$ cat config.mk
export PLATFORM = sky130hd
export DESIGN_NAME = reward_spawner_flat
export DESIGN_NICKNAME = d
export VERILOG_FILES = /design/src/rtl/reward_spawner_pkg.sv /design/src/rtl/reward_spawner_if.sv /design/src/rtl/reward_spawner_lfsr.sv /design/src/rtl/reward_spawner.sv /design/src/flat_wrapper.sv
export SDC_FILE = /design/constraint.sdc
export NUM_CORES = 1
export LEC_CHECK = 0
export CORE_UTILIZATION = 50
export CTS_CLUSTER_DIAMETER = 80
export CTS_CLUSTER_SIZE = 40
export DETAILED_ROUTE_END_ITERATION = 10
export PLACE_DENSITY = 0.75
export SYNTH_ARGS = -nofsm -noshare
export SYNTH_HDL_FRONTEND = slang
export SYNTH_SLANG_ARGS = --single-unit
$ cat constraint.sdc
create_clock -name clk -period 3.6 [get_ports clk]
set_clock_uncertainty 0.15 [all_clocks]
set_input_delay 0.36 -clock clk [delete_from_list [all_inputs] [get_ports clk]]
set_output_delay 0.36 -clock clk [all_outputs]
set_load 0.005 [all_outputs]
$ cat src/rtl/reward_spawner_pkg.sv
// Shared types and helpers for the reward spawner: FSM states, reward codes,
// LFSR step and draw decoding.
package reward_spawner_pkg;

  localparam int unsigned CNT_W = 16;
  localparam int unsigned TRY_W = 8;

  typedef enum logic [1:0] {
    ST_IDLE,
    ST_WAIT,
    ST_PLACE,
    ST_SHOW
  } state_t;

  typedef enum logic [2:0] {
    REWARD_NONE    = 3'd0,
    REWARD_PROTECT = 3'd1,
    REWARD_FASTER  = 3'd2,
    REWARD_FROZEN  = 3'd3,
    REWARD_LASER   = 3'd4
  } reward_t;

  function automatic logic [15:0] lfsr_next(input logic [15:0] l);
    return {l[14:0], l[15] ^ l[13] ^ l[12] ^ l[10]};
  endfunction

  // Two LFSR bits select one of the four real reward kinds (1..4).
  function automatic logic [2:0] draw_type(input logic [15:0] l);
    return {1'b0, l[11:10]} + 3'd1;
  endfunction

  function automatic logic same_cell(input logic [4:0] ax, input logic [4:0] ay,
                                     input logic [4:0] bx, input logic [4:0] by);
    return (ax == bx) && (ay == by);
  endfunction

endpackage

$ cat src/rtl/reward_spawner_if.sv
// Game-side bundle of the reward spawner: mode/frame/tank inputs and the
// reward placement and pickup outputs.
interface reward_spawner_if;
  logic       enable_game_classic;
  logic       enable_game_infinity;
  logic       frame_tick;
  logic [4:0] tank1_xpos;
  logic [4:0] tank1_ypos;
  logic [4:0] tank2_xpos;
  logic [4:0] tank2_ypos;
  logic       set_require;
  logic [4:0] random_xpos;
  logic [4:0] random_ypos;
  logic [2:0] reward_type;
  logic       reward_got;
  logic       reward_got_player;
  logic [2:0] reward_got_type;

  modport master (
    output enable_game_classic, enable_game_infinity, frame_tick,
           tank1_xpos, tank1_ypos, tank2_xpos, tank2_ypos,
    input  set_require, random_xpos, random_ypos, reward_type,
           reward_got, reward_got_player, reward_got_type
  );

  modport slave (
    input  enable_game_classic, enable_game_infinity, frame_tick,
           tank1_xpos, tank1_ypos, tank2_xpos, tank2_ypos,
    output set_require, random_xpos, random_ypos, reward_type,
           reward_got, reward_got_player, reward_got_type
  );
endinterface

$ cat src/rtl/reward_spawner_lfsr.sv
// Free-running 16-bit Fibonacci LFSR used as the placement random source.
module reward_lfsr
  import reward_spawner_pkg::*;
#(
  parameter logic [15:0] SEED = 16'hACE1
) (
  input  logic        clk,
  input  logic        rst_n,
  output logic [15:0] o_lfsr
);

  logic [15:0] r_lfsr;

  always_ff @(posedge clk or negedge rst_n) begin
    if (!rst_n) r_lfsr <= SEED;
    else        r_lfsr <= lfsr_next(r_lfsr);
  end

  assign o_lfsr = r_lfsr;

endmodule

$ cat src/rtl/reward_spawner.sv
// Reward spawner: waits SPAWN_FRAMES, places a power-up on a free cell, shows it
// for LIFE_FRAMES and reports which tank picked it up.
module reward_spawner
  import reward_spawner_pkg::*;
#(
  parameter int unsigned GRID_W       = 20,
  parameter int unsigned GRID_H       = 20,
  parameter int unsigned SPAWN_FRAMES = 300,
  parameter int unsigned LIFE_FRAMES  = 600,
  parameter int unsigned MAX_TRY      = 31,
  parameter logic [15:0] LFSR_SEED    = 16'hACE1
) (
  input  logic             clk,
  input  logic             rst_n,
  reward_spawner_if.slave  bus
);

  localparam logic [5:0]       GW       = 6'(GRID_W);
  localparam logic [5:0]       GH       = 6'(GRID_H);
  localparam logic [4:0]       FB_X     = 5'(GRID_W - 1);
  localparam logic [4:0]       FB_Y     = 5'(GRID_H - 1);
  localparam logic [CNT_W-1:0] SPAWN_LD = CNT_W'(SPAWN_FRAMES);
  localparam logic [CNT_W-1:0] LIFE_LD  = CNT_W'(LIFE_FRAMES);
  localparam logic [CNT_W-1:0] CNT_ONE  = CNT_W'(1);
  localparam logic [TRY_W-1:0] TRY_LAST = TRY_W'(MAX_TRY);
  localparam logic [TRY_W-1:0] TRY_ONE  = TRY_W'(1);

  state_t           r_state, w_state_n;
  logic [CNT_W-1:0] r_cnt, w_cnt_n;
  logic [TRY_W-1:0] r_try, w_try_n;
  logic             r_set, w_set_n;
  logic [4:0]       r_x, w_x_n;
  logic [4:0]       r_y, w_y_n;
  logic [2:0]       r_type, w_type_n;
  logic             r_got, w_got_n;
  logic             r_player, w_player_n;
  logic [2:0]       r_gtype, w_gtype_n;

  logic [15:0] w_lfsr;
  logic [3:0]  w_unused_lfsr;
  logic [4:0]  w_dx, w_dy;
  logic [2:0]  w_dt;
  logic        w_game_on, w_draw_hit, w_draw_ok, w_fb_hit;
  logic        w_pick1, w_pick2, w_cnt_last, w_try_last;

  reward_lfsr #(.SEED(LFSR_SEED)) u_lfsr (
    .clk    (clk),
    .rst_n  (rst_n),
    .o_lfsr (w_lfsr)
  );

  assign w_unused_lfsr = w_lfsr[15:12];
  assign w_dx          = w_lfsr[4:0];
  assign w_dy          = w_lfsr[9:5];
  assign w_dt          = draw_type(w_lfsr);
  assign w_game_on     = bus.enable_game_classic | bus.enable_game_infinity;

  assign w_draw_hit = same_cell(w_dx, w_dy, bus.tank1_xpos, bus.tank1_ypos) |
                      same_cell(w_dx, w_dy, bus.tank2_xpos, bus.tank2_ypos);
  assign w_draw_ok  = ({1'b0, w_dx} < GW) && ({1'b0, w_dy} < GH) && !w_draw_hit;
  assign w_fb_hit   = same_cell(FB_X, FB_Y, bus.tank1_xpos, bus.tank1_ypos) |
                      same_cell(FB_X, FB_Y, bus.tank2_xpos, bus.tank2_ypos);
  assign w_pick1    = same_cell(r_x, r_y, bus.tank1_xpos, bus.tank1_ypos);
  assign w_pick2    = same_cell(r_x, r_y, bus.tank2_xpos, bus.tank2_ypos);
  assign w_cnt_last = (r_cnt <= CNT_ONE);
  assign w_try_last = (r_try == TRY_LAST);

  always_ff @(posedge clk or negedge rst_n) begin
    if (!rst_n) begin
      r_state  <= ST_IDLE;
      r_cnt    <= '0;
      r_try    <= '0;
      r_set    <= 1'b0;
      r_x      <= '0;
      r_y      <= '0;
      r_type   <= '0;
      r_got    <= 1'b0;
      r_player <= 1'b0;
      r_gtype  <= '0;
    end else begin
      r_state  <= w_state_n;
      r_cnt    <= w_cnt_n;
      r_try    <= w_try_n;
      r_set    <= w_set_n;
      r_x      <= w_x_n;
      r_y      <= w_y_n;
      r_type   <= w_type_n;
      r_got    <= w_got_n;
      r_player <= w_player_n;
      r_gtype  <= w_gtype_n;
    end
  end

  // Outputs are registered alongside the state, so a transition and its
  // visible effect (show, pickup pulse, retire) appear on the same edge.
  always_comb begin
    w_state_n  = r_state;
    w_cnt_n    = r_cnt;
    w_try_n    = r_try;
    w_set_n    = r_set;
    w_x_n      = r_x;
    w_y_n      = r_y;
    w_type_n   = r_type;
    w_got_n    = 1'b0;
    w_player_n = r_player;
    w_gtype_n  = r_gtype;
    if (!w_game_on) begin
      w_state_n = ST_IDLE;
      w_set_n   = 1'b0;
      w_x_n     = '0;
      w_y_n     = '0;
      w_type_n  = REWARD_NONE;
    end else begin
      case (r_state)
        ST_IDLE: begin
          w_state_n = ST_WAIT;
          w_cnt_n   = SPAWN_LD;
        end
        ST_WAIT: begin
          if (bus.frame_tick) begin
            if (w_cnt_last) begin
              w_state_n = ST_PLACE;
              w_cnt_n   = '0;
              w_try_n   = '0;
            end else begin
              w_cnt_n = r_cnt - CNT_ONE;
            end
          end
        end
        ST_PLACE: begin
          if (w_try_last || w_draw_ok) begin
            w_state_n = ST_SHOW;
            w_cnt_n   = LIFE_LD;
            w_set_n   = 1'b1;
            w_type_n  = w_dt;
            if (w_try_last) begin
              w_x_n = w_fb_hit ? 5'd0 : FB_X;
              w_y_n = w_fb_hit ? 5'd0 : FB_Y;
            end else begin
              w_x_n = w_dx;
              w_y_n = w_dy;
            end
          end else begin
            w_try_n = r_try + TRY_ONE;
          end
        end
        ST_SHOW: begin
          // Pickup outranks expiry; tank1 outranks tank2.
          if (w_pick1 || w_pick2) begin
            w_got_n    = 1'b1;
            w_player_n = ~w_pick1;
            w_gtype_n  = r_type;
            w_set_n    = 1'b0;
            w_type_n   = REWARD_NONE;
            w_state_n  = ST_WAIT;
            w_cnt_n    = SPAWN_LD;
          end else if (bus.frame_tick) begin
            if (w_cnt_last) begin
              w_set_n   = 1'b0;
              w_type_n  = REWARD_NONE;
              w_state_n = ST_WAIT;
              w_cnt_n   = SPAWN_LD;
            end else begin
              w_cnt_n = r_cnt - CNT_ONE;
            end
          end
        end
        default: w_state_n = ST_IDLE;
      endcase
    end
  end

  assign bus.set_require       = r_set;
  assign bus.random_xpos       = r_x;
  assign bus.random_ypos       = r_y;
  assign bus.reward_type       = r_type;
  assign bus.reward_got        = r_got;
  assign bus.reward_got_player = r_player;
  assign bus.reward_got_type   = r_gtype;

endmodule

$ cat src/flat_wrapper.sv
// flat-port wrapper written by rule: the top's interface ports become plain ports
module reward_spawner_flat import reward_spawner_pkg::*;
#(
  parameter int unsigned GRID_W       = 20,
  parameter int unsigned GRID_H       = 20,
  parameter int unsigned SPAWN_FRAMES = 300,
  parameter int unsigned LIFE_FRAMES  = 600,
  parameter int unsigned MAX_TRY      = 31,
  parameter logic [15:0] LFSR_SEED    = 16'hACE1
)
  (clk, rst_n, bus_enable_game_classic, bus_enable_game_infinity, bus_frame_tick, bus_tank1_xpos, bus_tank1_ypos, bus_tank2_xpos, bus_tank2_ypos, bus_set_require, bus_random_xpos, bus_random_ypos, bus_reward_type, bus_reward_got, bus_reward_got_player, bus_reward_got_type);
  reward_spawner_if bus_i ();
  input  logic clk;
  input  logic rst_n;
  input wire logic [$bits(bus_i.enable_game_classic)-1:0] bus_enable_game_classic;
  input wire logic [$bits(bus_i.enable_game_infinity)-1:0] bus_enable_game_infinity;
  input wire logic [$bits(bus_i.frame_tick)-1:0] bus_frame_tick;
  input wire logic [$bits(bus_i.tank1_xpos)-1:0] bus_tank1_xpos;
  input wire logic [$bits(bus_i.tank1_ypos)-1:0] bus_tank1_ypos;
  input wire logic [$bits(bus_i.tank2_xpos)-1:0] bus_tank2_xpos;
  input wire logic [$bits(bus_i.tank2_ypos)-1:0] bus_tank2_ypos;
  output wire logic [$bits(bus_i.set_require)-1:0] bus_set_require;
  output wire logic [$bits(bus_i.random_xpos)-1:0] bus_random_xpos;
  output wire logic [$bits(bus_i.random_ypos)-1:0] bus_random_ypos;
  output wire logic [$bits(bus_i.reward_type)-1:0] bus_reward_type;
  output wire logic [$bits(bus_i.reward_got)-1:0] bus_reward_got;
  output wire logic [$bits(bus_i.reward_got_player)-1:0] bus_reward_got_player;
  output wire logic [$bits(bus_i.reward_got_type)-1:0] bus_reward_got_type;
  assign bus_i.enable_game_classic = bus_enable_game_classic;
  assign bus_i.enable_game_infinity = bus_enable_game_infinity;
  assign bus_i.frame_tick = bus_frame_tick;
  assign bus_i.tank1_xpos = bus_tank1_xpos;
  assign bus_i.tank1_ypos = bus_tank1_ypos;
  assign bus_i.tank2_xpos = bus_tank2_xpos;
  assign bus_i.tank2_ypos = bus_tank2_ypos;
  assign bus_set_require = bus_i.set_require;
  assign bus_random_xpos = bus_i.random_xpos;
  assign bus_random_ypos = bus_i.random_ypos;
  assign bus_reward_type = bus_i.reward_type;
  assign bus_reward_got = bus_i.reward_got;
  assign bus_reward_got_player = bus_i.reward_got_player;
  assign bus_reward_got_type = bus_i.reward_got_type;
  reward_spawner #(.GRID_W(GRID_W), .GRID_H(GRID_H), .SPAWN_FRAMES(SPAWN_FRAMES), .LIFE_FRAMES(LIFE_FRAMES), .MAX_TRY(MAX_TRY), .LFSR_SEED(LFSR_SEED)) u_core (.clk(clk), .rst_n(rst_n), .bus(bus_i));
endmodule
==> flow_results.org <==
** Status
- Status :: complete, but fails checks
- Violations in the final reports :: DRC

** Yosys
- Of all flip-flops after synthesis, the portion carrying an async set or reset was 100%.
- Mean instance size in the synthesized netlist :: approximately 10 µm²
- Mux share of post-synthesis cell area :: approximately 1.9%
- Fraction of the mapped netlist area in compound gates :: 16.4%
- Dominant combinational cell family by area after synthesis :: simple AND/OR/NAND/NOR gates
- Of the total synthesized cell area, the portion taken by XOR and XNOR cells is 12.0%.
- The share of the Yosys chip area taken by registers is ~45%.
- In this run, synthesis inferred 0 flip-flops with an integrated enable.
- Synthesized area :: 0.00343 mm²
- After Yosys synthesis, and, or, nand and nor cells account for around a fifth of the synthesized area.
- For this run, the number of Yosys warnings is 0.
- Area share of fa/ha/maj cells after synthesis :: 3.28%
- Among all flip-flop cells after synthesis, the most frequent one is dfrtp_1.
- Counting flops and latches in the post-synthesis netlist gives 61.
- Synthesis produced a netlist with a net count of 377.
- Distinct cells, synth :: 56
- Gate count of the mapped netlist :: 343

** Worst setup path
- Data arrival time of the worst path :: ~3.1 ns
- The worst setup path is of the input port to register kind.
- At the worst endpoint, the required time is roughly 3.7 ns.
- Crit-path max FO :: 11
- The worst setup path is captured at a register.
- STA classifies the critical path startpoint as an input port.

** Clock network
- Counting along the longest clock path gives a buffer depth of 2.
- Clock tree synthesis selected as its root buffer the cell clkbuf_8.
- Clock-pin slew was measured on the worst setup and hold paths at ~0.060 ns.
- For this design, the sink count on the clock tree is 61.
- Clock latency on the worst-skew pair, taken at its later pin, is around 0.35 ns.
- Post-CTS setup buffer count :: 0
- Number of H-tree levels :: 3
- Num CTS Buffers :: 9
- Clock tree from TritonCTS :: yes

** Placement
- Count of placed standard cells including taps :: around 460
- Post-place setup slack :: approximately 0.31 ns
- Port buffering added 43 buffers.
- Detailed placement HPWL :: 6.11 mm
- Routability cong. :: between 0.9 and 1

** Global routing
- The first global-routing pass estimated around 14 mm of wire.
- Via count of the first global-routing pass :: 2834
- Initial antenna violation count :: 0
- Aggregate global-route resource usage :: between 20% and 30%
- Pin count of the biggest net entering global routing :: 33
- Total overflow reported by the global router :: 0

** Timing
- Derived from the worst setup path, the maximum achievable clock frequency is 0.331 GHz.
- Final critical path time including I/O delays and setup :: about 3.0 ns
- Setup violations remaining at the end of the flow were counted as 0.
- Hold Fails Final Rpt :: 0
- Slew at the pin with the worst max-slew slack :: between 1 and 1.5 ns
- Setup repair after global routing missed its margin :: no
- Headroom to the max-slew limit :: 18.6%
- Setup total negative slack on the finished layout was measured at 0 ns.
- Hold timing on the final database bottoms out at a slack of 0.205 ns.
- The final number of max-transition violations was 0.
- The worst path meets setup with roughly 0.58 ns of slack.
- Dividing the final minimum period by the clock period gives about 84%.

** Route
- Dividing the detail-routed wire length by the instance count gives 17.2 µm.
- Via density per instance :: between 5 and 6
- Starting DRC count in detailed routing :: between 200 and 250
- Number of iterations in the first detailed-routing pass :: 8
- For this block, the routed nets add up to roughly 8.3 mm of wire.
- Post-route antenna net violation count :: 0
- The final route contains ~2800 vias.
- Number of DRC violations after detailed routing :: 8

** Final layout
- Filler cells :: between 500 and 600
- The repair_antennas step left the layout with diodes totalling 0.
- Area occupied by multi-input gates :: approximately 0.0018 mm²
- Count of non-filler cells in the finished layout :: 480
- Share of cells above drive strength 1 :: a little under an eighth
- For this run, the share of the core covered by cells in the final layout is around 64%.
- Relative area change from synthesis to final layout :: 21.3%
- Flip-flop and latch area :: roughly 0.0015 mm²
- In the layout the commonest cells are dfrtp_1 (53), clkdlybuf4s50_1 (42), xor2_1 (36).
- Leaving out fill and tap cells, the most frequent cell in the layout is dfrtp_1.
- Layout net count :: about 430

** Floorplanning
- Number of placement rows :: 29
- The die covers around 0.0072 mm².
- Pin placement for this block handled 44 I/O pins.
- For this configuration, the core starts out at a cell density of 52.8%.
- Measured along the x axis, the die boundary spans 84.9 µm.
- Floorplan die height :: 84.9 µm
- Placeable core area :: between 0.006 and 0.007 mm²

** Power
- IR analysis of the VDD net gives a maximum drop of around 370 µV.
- Summed over all cells, the static leakage comes to between 1.5 and 2 nW.
- Pwr Density :: approximately 550 mW/mm²

** Min path
- In this run the worst hold path is classified as register to register.

** Job
- The tool flagged a number of max-cap violations equal to 0.
state kept, by name, indices dropped and copies added, names as in the netlist:
name	flops
u_core.u_lfsr.o_lfsr	16
u_core.bus.random_ypos	5
u_core.bus.reward_got_player	1
u_core.bus.reward_type	3
u_core.bus.reward_got	1
u_core.bus.random_xpos	5
u_core.r_state	2
u_core.r_cnt	16
u_core.bus.set_require	1
u_core.bus.reward_got_type	3
u_core.r_try	8
cell usage after synthesis, types with 2 or more instances:
cell	number	area [µm²]
nand3_1	8	40.0
a32o_1	5	50.1
a21o_1	9	67.6
o21ai_1	7	35.0
and3_1	2	12.5
mux2_2	4	45.0
xnor2_1	11	96.3
buf_2	2	10.0
a22o_1	4	35.0
nand4_1	6	37.5
a31oi_1	9	56.3
nand2b_1	4	25.0
nor2_1	28	105
a21oi_1	15	75.1
o21ai_0	5	25.0
dfstp_2	8	210
o2bb2ai_1	6	52.6
nor2b_1	2	12.5
clkbuf_1	6	22.5
or2_1	3	18.8
nor4b_1	3	26.3
a2111oi_2	2	30.0
nor4_1	13	81.3
inv_1	15	56.3
ha_1	9	113
or4_1	2	15.0
dfrtp_1	53	1330
o22ai_1	2	12.5
nand2_1	27	101
or3_1	5	31.3
mux2i_1	2	20.0
xor2_1	36	315
nor4bb_1	2	20.0
o32ai_1	3	26.3
nor3_1	4	20.0
power by group:
part | switching [mW] | total (mW) | internal, mW
clock network | 0.273 | 0.540 | 0.266
registers | 0.0788 | 0.837 | 0.758
logic | 0.540 | 0.893 | 0.353
through the flow:
step,area (µm²),total power [mW]
3_5_place_dp,3980,1.72
3_3_place_gp,3980,1.71
5_1_grt,4160,2.42
2_1_floorplan,3430,1.46
6_report,4160,2.27
4_1_cts,4160,2.27
layer usage:
metal	share of wire, %	vias to the layer above	GRT usage, %
li1	-	1356	-
met1	48	1373	34.0
met2	45	91	37.0
met3	5.3	17	6.61
met4	2.1	0	10.2
met5	0	-	0
final timing paths:
check	startpoint	end	slack, ns	depth (start not counted)
setup / recovery	bus_tank1_xpos[2]	u_core.r_cnt[9]	0.58	9
hold / removal	u_core.u_lfsr.o_lfsr[14]	u_core.u_lfsr.o_lfsr[15]	0.21	0
setup reg to reg	u_core.r_cnt[0]	u_core.r_try[7]	0.66	9
hold reg to reg	u_core.u_lfsr.o_lfsr[14]	u_core.u_lfsr.o_lfsr[15]	0.21	0
max in group asynchronous	rst_n	u_core.u_lfsr.o_lfsr[15]	1.95	3
min in group asynchronous	rst_n	u_core.bus.random_xpos[4]	0.44	2
logic make-up after synthesis:
| kind of cell | after synthesis |
|---|---|
| adders and majority gates | 9 |
| AOI/OAI and AO/OA | 77 |
| buffers and inverters | 24 |
| and+or+nand+nor | 119 |
| DFF | 61 |
| xor gates and xnor gates | 47 |
| muxes | 6 |
layout make-up:
type,instances,share of cell area [%]
tap,77,2.32
clock buffer,12,3.49
inverter,16,1.44
clock inverter,4,0.601
timing repair buffer,52,11.9
multi-input combinational,258,43.3
sequential,61,36.9
critical path: stages:
cell and delay, ns:
clkdlybuf4s50_1 0.54, xor2_1 0.19, nor4_1 0.08, nand4_1 0.22, a31oi_1 0.20, nor3_1 1.00, buf_4 0.28, a21oi_1 0.06
o32ai_1 0.17
repair_timing:
item | in CTS | in global routing
hold endpoints to repair | 26 | 0
resized for setup | 0 | 0
hold buffers | 1 | 0
Power figures use the tool's default switching activity.
